--- src/rtl/sa_pkg.sv ---
// Shared systolic-array constants: column result width and column-packing helpers.
// Latency: none (constants and pure functions only).
// Backpressure: not applicable.
package sa_pkg;

   // Default width of one signed column result leaving the array
   localparam int SA_DATA_WIDTH = 32;

   // Default number of array columns
   localparam int SA_N_COLS = 4;

   // LSB of column `col` in a packed column vector (column 0 at the bottom)
   function automatic int sa_col_lsb(input int col, input int width);
      return col * width;
   endfunction

   // MSB of column `col` in a packed column vector
   function automatic int sa_col_msb(input int col, input int width);
      return col * width + width - 1;
   endfunction

endpackage

--- src/rtl/sa_vec_fifo.sv ---
// Vector FIFO holding DEPTH aligned column vectors; head is registered storage, no bypass.
// Latency: a push is visible at the head one edge later when the FIFO was empty.
// Backpressure: push while full is dropped unless a pop happens on the same edge; pop when empty is ignored.
module sa_vec_fifo #(
   parameter int WIDTH = 128,
   parameter int DEPTH = 4
) (
   input  logic                     clk,
   input  logic                     rst_n,
   input  logic                     clr,
   input  logic                     push,
   input  logic [WIDTH-1:0]         push_dat,
   input  logic                     pop,
   output logic [WIDTH-1:0]         head_dat,
   output logic                     full,
   output logic                     empty,
   output logic [$clog2(DEPTH):0]   count
);

   localparam int            AW       = $clog2(DEPTH);
   localparam logic [AW-1:0] PTR_ONE  = 1;
   localparam logic [AW:0]   CNT_ONE  = 1;
   localparam logic [AW:0]   CNT_FULL = (AW + 1)'(DEPTH);

   logic [AW-1:0]    wr_ptr_q, wr_ptr_d;
   logic [AW-1:0]    rd_ptr_q, rd_ptr_d;
   logic [AW:0]      cnt_q, cnt_d;
   logic [WIDTH-1:0] mem_q [DEPTH];
   logic [WIDTH-1:0] mem_d [DEPTH];
   logic             do_push, do_pop;

   // Pointer/count bookkeeping; pointers wrap naturally since DEPTH is a power of two
   always_comb begin
      empty    = (cnt_q == '0);
      full     = (cnt_q == CNT_FULL);
      do_pop   = pop & ~empty;
      do_push  = push & (~full | do_pop);
      wr_ptr_d = wr_ptr_q;
      rd_ptr_d = rd_ptr_q;
      cnt_d    = cnt_q;
      mem_d    = mem_q;
      if (do_push) begin
         mem_d[wr_ptr_q] = push_dat;
         wr_ptr_d        = wr_ptr_q + PTR_ONE;
      end
      if (do_pop) begin
         rd_ptr_d = rd_ptr_q + PTR_ONE;
      end
      case ({do_push, do_pop})
         2'b10:   cnt_d = cnt_q + CNT_ONE;
         2'b01:   cnt_d = cnt_q - CNT_ONE;
         default: cnt_d = cnt_q;
      endcase
      if (clr) begin
         wr_ptr_d = '0;
         rd_ptr_d = '0;
         cnt_d    = '0;
      end
   end

   // State registers; storage is reset too so the head never carries X
   always_ff @(posedge clk or negedge rst_n) begin
      if (!rst_n) begin
         wr_ptr_q <= '0;
         rd_ptr_q <= '0;
         cnt_q    <= '0;
         for (int i = 0; i < DEPTH; i++) begin
            mem_q[i] <= '0;
         end
      end else begin
         wr_ptr_q <= wr_ptr_d;
         rd_ptr_q <= rd_ptr_d;
         cnt_q    <= cnt_d;
         mem_q    <= mem_d;
      end
   end

   // Head is forced to zero while empty so stale vectors are never presented
   always_comb begin
      head_dat = empty ? '0 : mem_q[rd_ptr_q];
      count    = cnt_q;
   end

endmodule

--- src/rtl/sa_deskew.sv ---
// Deskews systolic-array column outputs: column c is delayed N_COLS-c stages, aligned vectors are queued.
// Latency: column c valid in cycle T+c gives out_valid in cycle T+N_COLS+1 (empty FIFO).
// Backpressure: valid/ready on the output; a vector arriving while full with no pop is dropped and flagged.
module sa_deskew
   import sa_pkg::*;
#(
   parameter int DATA_WIDTH = SA_DATA_WIDTH,
   parameter int N_COLS     = SA_N_COLS,
   parameter int FIFO_DEPTH = 4
) (
   input  logic                            DSK_clk,
   input  logic                            DSK_rst_n,
   input  logic                            DSK_mode,
   input  logic [N_COLS-1:0]               DSK_en_in,
   input  logic [N_COLS*DATA_WIDTH-1:0]    DSK_data_in,
   input  logic                            DSK_clr,
   output logic                            DSK_out_valid,
   input  logic                            DSK_out_ready,
   output logic [N_COLS*DATA_WIDTH-1:0]    DSK_out_data,
   output logic [$clog2(FIFO_DEPTH):0]     DSK_count,
   output logic                            DSK_err,
   output logic                            DSK_ovf
);

   localparam int VW = N_COLS * DATA_WIDTH;

   logic [N_COLS-1:0] al_en;
   logic [VW-1:0]     al_dat;
   logic              all_en, any_en;
   logic              push, pop;
   logic              fifo_full, fifo_empty;
   logic              err_q, err_d;
   logic              ovf_q, ovf_d;

   generate
      for (genvar c = 0; c < N_COLS; c++) begin : g_col
         localparam int NST = N_COLS - c;
         localparam int LSB = sa_col_lsb(c, DATA_WIDTH);

         logic [NST-1:0]        en_q, en_d;
         logic [DATA_WIDTH-1:0] dat_q [NST];
         logic [DATA_WIDTH-1:0] dat_d [NST];
         logic [NST:0]          en_src;
         logic [DATA_WIDTH-1:0] dat_src [NST+1];

         // Source of each stage: index 0 is the mode-gated input, index s+1 is stage s
         always_comb begin
            en_src[0]  = DSK_en_in[c] & ~DSK_mode;
            dat_src[0] = DSK_data_in[LSB +: DATA_WIDTH];
            for (int s = 0; s < NST; s++) begin
               en_src[s+1]  = en_q[s];
               dat_src[s+1] = dat_q[s];
            end
         end

         // Enables shift every edge; data only loads alongside a set enable
         always_comb begin
            for (int s = 0; s < NST; s++) begin
               en_d[s]  = en_src[s] & ~DSK_clr;
               dat_d[s] = en_src[s] ? dat_src[s] : dat_q[s];
            end
         end

         // Delay-line registers
         always_ff @(posedge DSK_clk or negedge DSK_rst_n) begin
            if (!DSK_rst_n) begin
               en_q <= '0;
               for (int s = 0; s < NST; s++) begin
                  dat_q[s] <= '0;
               end
            end else begin
               en_q  <= en_d;
               dat_q <= dat_d;
            end
         end

         assign al_en[c]                    = en_src[NST];
         assign al_dat[LSB +: DATA_WIDTH]   = dat_src[NST];
      end
   endgenerate

   // Classify the aligned vector and update sticky flags; clear wins over everything
   always_comb begin
      all_en = &al_en;
      any_en = |al_en;
      push   = all_en & ~DSK_clr;
      pop    = ~fifo_empty & DSK_out_ready & ~DSK_clr;
      err_d  = err_q;
      ovf_d  = ovf_q;
      if (any_en & ~all_en) begin
         err_d = 1'b1;
      end
      if (push & fifo_full & ~pop) begin
         ovf_d = 1'b1;
      end
      if (DSK_clr) begin
         err_d = 1'b0;
         ovf_d = 1'b0;
      end
   end

   // Sticky flag registers
   always_ff @(posedge DSK_clk or negedge DSK_rst_n) begin
      if (!DSK_rst_n) begin
         err_q <= 1'b0;
         ovf_q <= 1'b0;
      end else begin
         err_q <= err_d;
         ovf_q <= ovf_d;
      end
   end

   sa_vec_fifo #(
      .WIDTH (VW),
      .DEPTH (FIFO_DEPTH)
   ) u_fifo (
      .clk      (DSK_clk),
      .rst_n    (DSK_rst_n),
      .clr      (DSK_clr),
      .push     (push),
      .push_dat (al_dat),
      .pop      (pop),
      .head_dat (DSK_out_data),
      .full     (fifo_full),
      .empty    (fifo_empty),
      .count    (DSK_count)
   );

   assign DSK_out_valid = ~fifo_empty;
   assign DSK_err       = err_q;
   assign DSK_ovf       = ovf_q;

endmodule
--- config.mk ---
export PLATFORM = sky130hd
export DESIGN_NAME = sa_deskew
export DESIGN_NICKNAME = d
export VERILOG_FILES = /design/src/rtl/sa_pkg.sv /design/src/rtl/sa_vec_fifo.sv /design/src/rtl/sa_deskew.sv
export SDC_FILE = /design/constraint.sdc
export NUM_CORES = 1
export LEC_CHECK = 0
export CAP_MARGIN = 10
export CORE_UTILIZATION = 55
export CTS_BUF_LIST = sky130_fd_sc_hd__clkbuf_16
export DETAILED_ROUTE_END_ITERATION = 10
export PLACE_DENSITY = 0.77
export SLEW_MARGIN = 20
export SYNTH_ARGS = -nofsm -noshare
export SYNTH_HDL_FRONTEND = slang
export SYNTH_SLANG_ARGS = --single-unit
--- constraint.sdc ---
create_clock -name DSK_clk -period 3.3 [get_ports DSK_clk]
set_clock_uncertainty 0.15 [all_clocks]
set_input_delay 0.495 -clock DSK_clk [delete_from_list [all_inputs] [get_ports DSK_clk]]
set_output_delay 0.495 -clock DSK_clk [all_outputs]
set_load 0.02 [all_outputs]
# --- Word level (Yosys, flattened, before mapping) ---
# Cells that the tools add are included.
totals:
  regBits: 851
  latch_bits: 0
  mem_bits_rw: 0
  romBits: 0
  inputBits: 137
  out_inout_bits: 134
  word_cells: 90
  memories: 0
op_classes:
  addsub: 4
  mul: 0
  n_div: 0
  magnitude_cmp: 3
  eq_ne: 3
  shift: 0
  n_mux: 17
  bitwise_logic: 31
  reduce_logical: 9
ops:
  columns: ["cell", "n"]
  rows:
  - ["$bwmux 512", 1]
  - ["$mux 128", 4]
  - ["$bmux 128 s2", 1]
  - ["$demux 128 s2", 1]
  - ["$and 1x1->1", 22]
  - ["$mux 2", 4]
  - ["$reduce_bool 2->1", 4]
  - ["$ge 3x3->1 const B", 2]
  - ["$not 1->1", 6]
  - ["$not 2->3", 2]
  - ["$pmux 3 s2", 1]
  - ["$add 2x1->2 const B", 2]
  - ["$mux 1", 4]
  - ["$reduce_and 4->1", 1]
  - ["$reduce_or 4->1", 1]
  - ["$add 3x1->3 const B", 1]
  - ["$eq 3x3->1 const B", 1]
  - ["$logic_not 3->1", 1]
  - ["$lt 3x1->1 const B", 1]
  - ["$mux 3", 1]
  - ["$reduce_bool 3->1", 1]
  - ["$sub 3x1->3 const B", 1]
  - ["$eq 2x1->1 const B", 1]
  - ["$eq 2x2->1 const B", 1]
  - ["2 further kinds", 2]

# --- Logic depth before layout (Yosys ltp) ---
# Gate-level depths: netlist of run 1.
depth:
  depth_word: 10
  depth_mapped: 9
  ltp_nobuf: 7

# --- By module ---
# Synthesis of run 1 repeated with hierarchy kept, for this count alone.
unflattened:
  hier_cells: 2162
  hier_area_um2: 36508.8
modules_own_cells:
  columns: ["mod", "n_inst", "cells_each", "area_per_inst_um2", "seq_area_each_um2"]
  rows:
  - ["sa_vec_fifo", 1, 1444, 23616.4, 12987.5]
  - ["sa_deskew", 1, 718, 12892.4, 8308.0]

# --- Worst setup path before layout of run 1 ---
# OpenSTA, ideal clock, no wires.
synth_path:
  path_kind: "register -> register"
  startpoint: "reg u_fifo.cnt_q[2] (netlist: u_fifo.count[2])"
  endpoint: "reg u_fifo.cnt_q[2] (netlist: u_fifo.count[2])"
  setup_ns: 0.082
  t_arrival_ns: 2.565
  required_time_ns: 3.068
  setup_slack_ns: 0.503
  path_stages_with_launch: 10
  path_buffers: 2
  period_less_slack_ns: 2.797
  path_cell_list: "dfrtp_1 clkbuf_1 or3_1 clkbuf_1 nand2_1 nor3_1 fa_1 or4b_1 a21o_1 a31oi_1"
synth_via:
  elab_chain_cells: 10
  word_cells_on_any_way: 16
  classes_between: "add/sub: 2; eq/ne: 3; mux: 2; bitwise: 7; reduce/logical: 2"
synth_lines:
  columns: ["item", "line_no", "source"]
  rows:
  - ["start, declared", "sa_vec_fifo.sv:27", "logic [AW:0] cnt_q, cnt_d;"]
  - ["start signal, assigned", "sa_vec_fifo.sv:73", "cnt_q <= cnt_d;"]
  - ["$logic_not 3->1", "sa_vec_fifo.sv:34", "empty = (cnt_q == '0);"]
  - ["$not 1->1", "sa_vec_fifo.sv:36, sa_deskew.sv:87", null]
  - ["$and 1x1->1 (2 in series)", "sa_deskew.sv:87", "pop = ~fifo_empty & DSK_out_ready & ~DSK_clr;"]
  - ["$and 1x1->1", "sa_vec_fifo.sv:36", "do_pop = pop & ~empty;"]
  - ["$or 1x1->1", "sa_vec_fifo.sv:37", "do_push = push & (~full | do_pop);"]
  - ["$and 1x1->1", "sa_vec_fifo.sv:37", null]
  - ["$eq 2x1->1 / $eq 2x2->1 (equally long branches)", "sa_vec_fifo.sv:49", "case ({do_push, do_pop})"]
  - ["$pmux 3 s2", "sa_vec_fifo.sv:49", null]
  - ["$mux 3", "sa_vec_fifo.sv:54", "if (clr) begin"]
# Several ways; a longest one is shown, not always the timed one.
# A chain may end at the register's enable or synchronous reset.

# --- Worst setup path in the final report of run 1 ---
layout_path:
  startpoint: "reg u_fifo.rd_ptr_q[0]"
  endpoint: "out DSK_out_data[67]"
layout_via:
  elab_chain_cells: 5
layout_lines:
  columns: ["item", "line_no", "source"]
  rows:
  - ["start, declared", "sa_vec_fifo.sv:26", "logic [AW-1:0] rd_ptr_q, rd_ptr_d;"]
  - ["start signal, assigned", "sa_vec_fifo.sv:72", "rd_ptr_q <= rd_ptr_d;"]
  - ["$not 2->3 (implied by the code)", "sa_vec_fifo.sv:80", "head_dat = empty ? '0 : mem_q[rd_ptr_q];"]
  - ["$bmux 128 s2", "sa_vec_fifo.sv:80", null]
  - ["$mux 128 (implied by the code) (2 in series)", "sa_vec_fifo.sv:80", null]
  - ["$mux 128", "sa_vec_fifo.sv:80", null]
  - ["end, declared", "sa_deskew.sv:19", "output logic [N_COLS*DATA_WIDTH-1:0] DSK_out_data,"]
# Every way passes these cells. The select of a mux whose other input is x is not followed.

==> results of run 1 <==
==> registers in the layout, indices dropped and copies added (netlist names) <==
| name | count |
|---|---|
| DSK_err | 1 |
| g_col.en_q | 10 |
| al_dat | 96 |
| u_fifo.rd_ptr_q | 2 |
| u_fifo.count | 3 |
| u_fifo.wr_ptr_q | 2 |
| DSK_ovf | 1 |
| g_col.dat_q | 224 |
| u_fifo.mem_q | 512 |
==> path summary, 6_finish.rpt <==
kind | from | end | slack, ps | depth (start not counted)
worst max-delay path | u_fifo.rd_ptr_q[0]$_DFFE_PN0P_ | DSK_out_data[67] | 70 | 5
worst max register to register | u_fifo.count[0]$_DFFE_PN0P_ | u_fifo.count[2]$_DFFE_PN0P_ | 310 | 7
max in group asynchronous | DSK_rst_n | g_col[0].dat_q[82]$_DFFE_PN0P_ | 1610 | 3
worst min register to register | u_fifo.mem_q[370]$_DFFE_PN0P_ | u_fifo.mem_q[370]$_DFFE_PN0P_ | 330 | 1
worst min-delay path | DSK_data_in[10] | g_col[0].dat_q[106]$_DFFE_PN0P_ | 330 | 2
min in group asynchronous | DSK_rst_n | g_col[1].dat_q[49]$_DFFE_PN0P_ | 340 | 2
==> cell usage after synthesis, drive strengths merged (2+ instances only) <==
cell type    n  area share [%]
inv          4           0.040
buf         74             2.9
xor2         2           0.046
nand3        3           0.040
and2       132             2.2
ha           4            0.13
nor2b       10            0.17
nand2        3           0.030
dfrtp      851              56
mux2       834              29
a21oi        3           0.040
clkbuf      71            0.71
nand2b       2           0.053
nor3b        4            0.20
o211ai       2           0.040
a31oi        2           0.033
mux4       128             7.6
nor2         7           0.076
==> layer usage <==
metal	GRT usage [%]	wire, um
met1	33.09	35820
met2	40.67	41420
met3	4.521	3356
met4	7.024	2094
met5	0	9
==> through the flow <==
stage	util, %	cells	cell area (um2)
2_1_floorplan	-	2153	37770
5_1_grt	66.07	3415	44610
3_5_place_dp	61.41	3232	41460
6_report	66.07	3415	44610
3_3_place_gp	61.41	3232	41460
4_1_cts	66.01	3411	44570
==> repair_timing <==
| item | CTS | global route |
|---|---|---|
| pin swaps | 1 | 0 |
| hold endpoints to repair | 51 | 0 |
| buffers inserted | 12 | 1 |
| cloned | 7 | 1 |
| endpoints found under the setup margin | 128 | 19 |
| hold buffers | 1 | 0 |
| gates resized for setup | 144 | 8 |
==> critical path: cells and delay by family (launching register included) <==
family / cells / cell delay (ps)
buf+inv: 3 / 790
simple gates: 1 / 220
mux: 1 / 520
flops: 1 / 450
==> layout make-up <==
class / instances / area, um2
inverters: 4 / 15.01
well taps: 873 / 1092
repair buffers: 372 / 4173
flip-flops and latches: 851 / 21310
clock buffers: 94 / 2352
fillers: 4545 / 22910
multi-input cells: 1154 / 15140
clock inverters: 65 / 525.5
diodes: 2 / 5.005
==> power by group through the flow <==
stage,Clock (W),Sequential [W],Combinational (W)
after CTS,0.0101,0.0125,0.00241
after global routing,0.0105,0.0127,0.00257
after floorplan,0,0.0123,0.00143
after detailed placement,0,0.0127,0.00218
after global placement,0,0.0126,0.00210
final,0.00986,0.0125,0.00237
==> cell families after synthesis <==
kind of cell | share of synthesized area (%)
and+or+nand+nor | 2.948
muxes | 36.50
DFF | 56.38
adders and majority gates | 0.1855
xor gates and xnor gates | 0.06957
buffers and inverters | 3.657
AOI/OAI and AO/OA | 0.2683
==> results.json, run 1 <==
{
  "clkPwrFrac_pct": 39.9,
  "ir_drop_uv": 400.1,
  "htree_num_levels": 3,
  "nNetsFinal": 2613,
  "clock_sinks": 851,
  "hold_viol": 0,
  "grt_pass1_vias": 22000,
  "start_util_pct": 55.95,
  "layout-drive-gt1-share_pct": 47.05,
  "synth-seq-cells": 851,
  "synthDistinctLibCells": 42,
  "antenna_left": 0,
  "insertion_delay_ps": 630,
  "p_comb_share_pct": 9.6,
  "fin_setup_tns_ps": 0,
  "cpPeakStageDelay_ps": 520,
  "rows": 95,
  "drt_iter0_drc": 1252,
  "path_max_fanout": 13,
  "p_switching_w": 0.006031,
  "dr.pass1.iters": 5,
  "ys.flop_type": "dfrtp_1",
  "setup_viol": 0,
  "fin_crit_sh_pct": 97.94,
  "clk_pin_slew_worst_paths_ps": 60,
  "cts_made_buffers": 88,
  "rsz0062_at_grt": "no",
  "port_buffers": 270,
  "drt-total-wl_um": 82700,
  "critPathSlowestCell": "mux4_2",
  "cp.required_ps": 2650,
  "async_flop_share_pct": 100.0,
  "p_leak_nw": 20.78,
  "gp_congestion": 0.7738,
  "synth_edf_count": 0,
  "switching_share_pct": 24.39,
  "io-pin-count": 271,
  "cp.arrival_ps": 2590,
  "timing.hold.ws_ps": 325.8,
  "min_path_type": "input pin to flip-flop",
  "via_per_inst": 5.723,
  "final_common_cell": "dfrtp_1",
  "dieArea_um2": 69730,
  "syn_inst": 2153,
  "setup_ws_ps": 68.02,
  "cts_tree": "yes",
  "grt_pass1_wl_um": 132100,
  "crit_path_start_kind": "flip-flop",
  "yosysWarnings": 0,
  "antenna_found_initial": 3,
  "die_x_um": 264.1,
  "tightest_slew_ps": 1009,
  "synthToLayoutAreaGrowth_pct": 18.10,
  "power_density_nw_per_um2": 554.3,
  "timing.fmax_ghz": 0.3094,
  "slew_violations": 0,
  "core_um2": 67510,
  "worstSetupPathType": "flip-flop to output port",
  "grt_start_max_net_pins": 73,
  "dp_hpwl_um": 49750,
  "final.min_clock_period_ps": 3232,
  "max_cap_viol_count": 0,
  "path_cells": "buf_12, bufbuf_16, mux4_2, and2_1, dlygate4sd2_1",
  "power.share.sequential_pct": 50.5,
  "final_cell_mix": "dfrtp_1, mux2_2, mux2_4",
  "clockBufferDepth": 3,
  "max-slew-margin-rel_pct": 32.76,
  "synth_area_um2": 37770,
  "ys_seq_area_share_pct": 56.38,
  "syn_nets": 2295,
  "clock-root-buffer": "clkbuf_16",
  "grt_overflow": 0,
  "syn_avg_cell_area_um2": 17.54,
  "place_ws_ps": 197.7,
  "status": "finished clean",
  "grtUsageTotal_pct": 24.49,
  "drc": 0,
  "vias": 19540,
  "die_h_um": 264.1,
  "worstSetupEndpointType": "output port",
  "power.internal_w": 0.01870,
  "total_power_w": 0.02473,
  "wl_per_cell_um": 24.22
}
Note: power is estimated with default switching activity, not from simulation.
==> run 2, diff against run 1 <==
PLACE_DENSITY = 0.81   (was 0.77)
==> run 2 against run 1 <==
Effect of this change:
- sequential power barely moved
- sequential share of layout area grew 0.15 points
- final cell count rose by 0.47%
- register-to-register slack gained 260 ps
- combinational power decreased by 2%
- critical endpoint is now DSK_out_data[86]
- highest routed layer unchanged
==> results.json, run 2 (synthesis results as in run 1) <==
{
  "via_per_inst": 5.727,
  "fin_setup_tns_ps": 0,
  "grt_overflow": 0,
  "vias": 19650,
  "crit_path_start_kind": "flip-flop",
  "cts_made_buffers": 90,
  "die_x_um": 264.1,
  "ir_drop_uv": 354.3,
  "antenna_found_initial": 5,
  "grt_pass1_vias": 22210,
  "io-pin-count": 271,
  "power_density_nw_per_um2": 549.8,
  "cts_tree": "yes",
  "final_common_cell": "dfrtp_1",
  "final.min_clock_period_ps": 3229,
  "p_leak_nw": 20.70,
  "insertion_delay_ps": 660,
  "clock-root-buffer": "clkbuf_16",
  "rsz0062_at_grt": "no",
  "nNetsFinal": 2624,
  "clock_sinks": 851,
  "gp_congestion": 0.7689,
  "grt_pass1_wl_um": 131700,
  "max-slew-margin-rel_pct": 30.66,
  "max_cap_viol_count": 0,
  "antenna_left": 0,
  "drc": 0,
  "final_cell_mix": "dfrtp_1, mux2_2, mux2_4",
  "clockBufferDepth": 3,
  "layout-drive-gt1-share_pct": 48.00,
  "dp_hpwl_um": 50660,
  "hold_viol": 0,
  "timing.fmax_ghz": 0.3097,
  "wl_per_cell_um": 23.98,
  "grtUsageTotal_pct": 24.35,
  "die_h_um": 264.1,
  "rows": 95,
  "htree_num_levels": 3,
  "dieArea_um2": 69730,
  "cp.arrival_ps": 2580,
  "core_um2": 67510,
  "clk_pin_slew_worst_paths_ps": 60,
  "synthToLayoutAreaGrowth_pct": 17.71,
  "worstSetupPathType": "flip-flop to output port",
  "drt-total-wl_um": 82260,
  "port_buffers": 270,
  "path_max_fanout": 11,
  "setup_ws_ps": 70.99,
  "start_util_pct": 55.95,
  "dr.pass1.iters": 4,
  "tightest_slew_ps": 1040,
  "place_ws_ps": 215.4,
  "slew_violations": 0,
  "worstSetupEndpointType": "output port",
  "min_path_type": "input pin to async pin",
  "status": "finished clean",
  "cp.required_ps": 2650,
  "grt_start_max_net_pins": 102,
  "largest_register_ffs": 512,
  "drt_iter0_drc": 1287,
  "setup_viol": 0,
  "regMostFlops": "u_fifo.mem_q",
  "fin_crit_sh_pct": 97.85
}
[run 2: cell count changes in the layout (fill, tap and decap cells not counted), sizes merged]
| cell | delta |
|---|---|
| bufbuf | -2 |
| bufinv | -4 |
| clkdlybuf4s15 | -2 |
| dlygate4sd2 | -19 |
| clkinv | +18 |
| buf | +31 |
| inv | -5 |
| or3 | -1 |
[run 2: through the flow]
step | power (W) | util (%) | hold WS (ps) | std cells | cell area (um2)
after detailed placement | 0.01487 | 61.49 | 325.1 | 3241 | 41520
after CTS | 0.02467 | 65.87 | 276.6 | 3425 | 44470
after global placement | 0.01465 | 61.49 | 312.7 | 3241 | 41520
after floorplan | 0.01371 | - | 49.41 | 2153 | 37770
after global routing | 0.02542 | 65.85 | 293.8 | 3430 | 44460
final | 0.02445 | 65.86 | 280.3 | 3431 | 44460
[run 2: layer usage]
layer | GRT usage (%) | vias to the layer above | wire (um) | part of all wire (%)
met2 | 39.70 | 421 | 40610 | 49
met3 | 5.080 | 152 | 3904 | 4.7
met5 | 0 | - | 43 | 0.052
met4 | 7.982 | 8 | 2435 | 3.0
li1 | - | 8454 | - | -
met1 | 32.76 | 10610 | 35270 | 43
[run 2: area by class of cell]
cell class,instances,area (um2)
Timing Repair Buffer,382,4106
Sequential cell,851,21310
Tap cell,873,1092
Multi-Input combinational cell,1153,15130
Clock buffer,92,2302
Antenna cell,2,5.005
Inverter,4,15.01
Clock inverter,74,505.5
Fill cell,4536,23050
[run 2: critical path, stage by stage (launching register included)]
cell and delay, ps:
dfrtp_4 430, buf_12 160, buf_12 140, buf_16 180, mux4_2 500, and2_1 200, dlygate4sd2_1 330
[run 2: worst paths after layout]
kind / cells after the start / startpoint / end / slack, ps
worst max-delay path: 6 / u_fifo.rd_ptr_q[0]$_DFFE_PN0P_ / DSK_out_data[86] / 70
worst min-delay path: 2 / DSK_rst_n / u_fifo.mem_q[30]$_DFFE_PN0P_ / 280
worst max register to register: 7 / u_fifo.count[0]$_DFFE_PN0P_ / u_fifo.count[2]$_DFFE_PN0P_ / 570
worst min register to register: 1 / u_fifo.mem_q[371]$_DFFE_PN0P_ / u_fifo.mem_q[371]$_DFFE_PN0P_ / 340
max in group asynchronous: 4 / DSK_rst_n / g_col[0].dat_q[75]$_DFFE_PN0P_ / 1650
min in group DSK_clk: 2 / DSK_data_in[113] / g_col[3].dat_q[17]$_DFFE_PN0P_ / 310
[run 2: repair_timing]
action / CTS / global route
pin swaps: 0 / 0
buffers inserted: 13 / 4
resized for setup: 183 / 23
endpoints found under the hold margin: 62 / 0
hold buffers: 1 / 0
setup endpoints to repair: 128 / 26
gates cloned: 4 / 0
[run 2: report_power, final]
group / internal (W) / switching [W] / total [W]
logic: 0.00138 / 0.000949 / 0.00233
registers: 0.0115 / 0.00103 / 0.0125
clock network: 0.00545 / 0.00415 / 0.00961
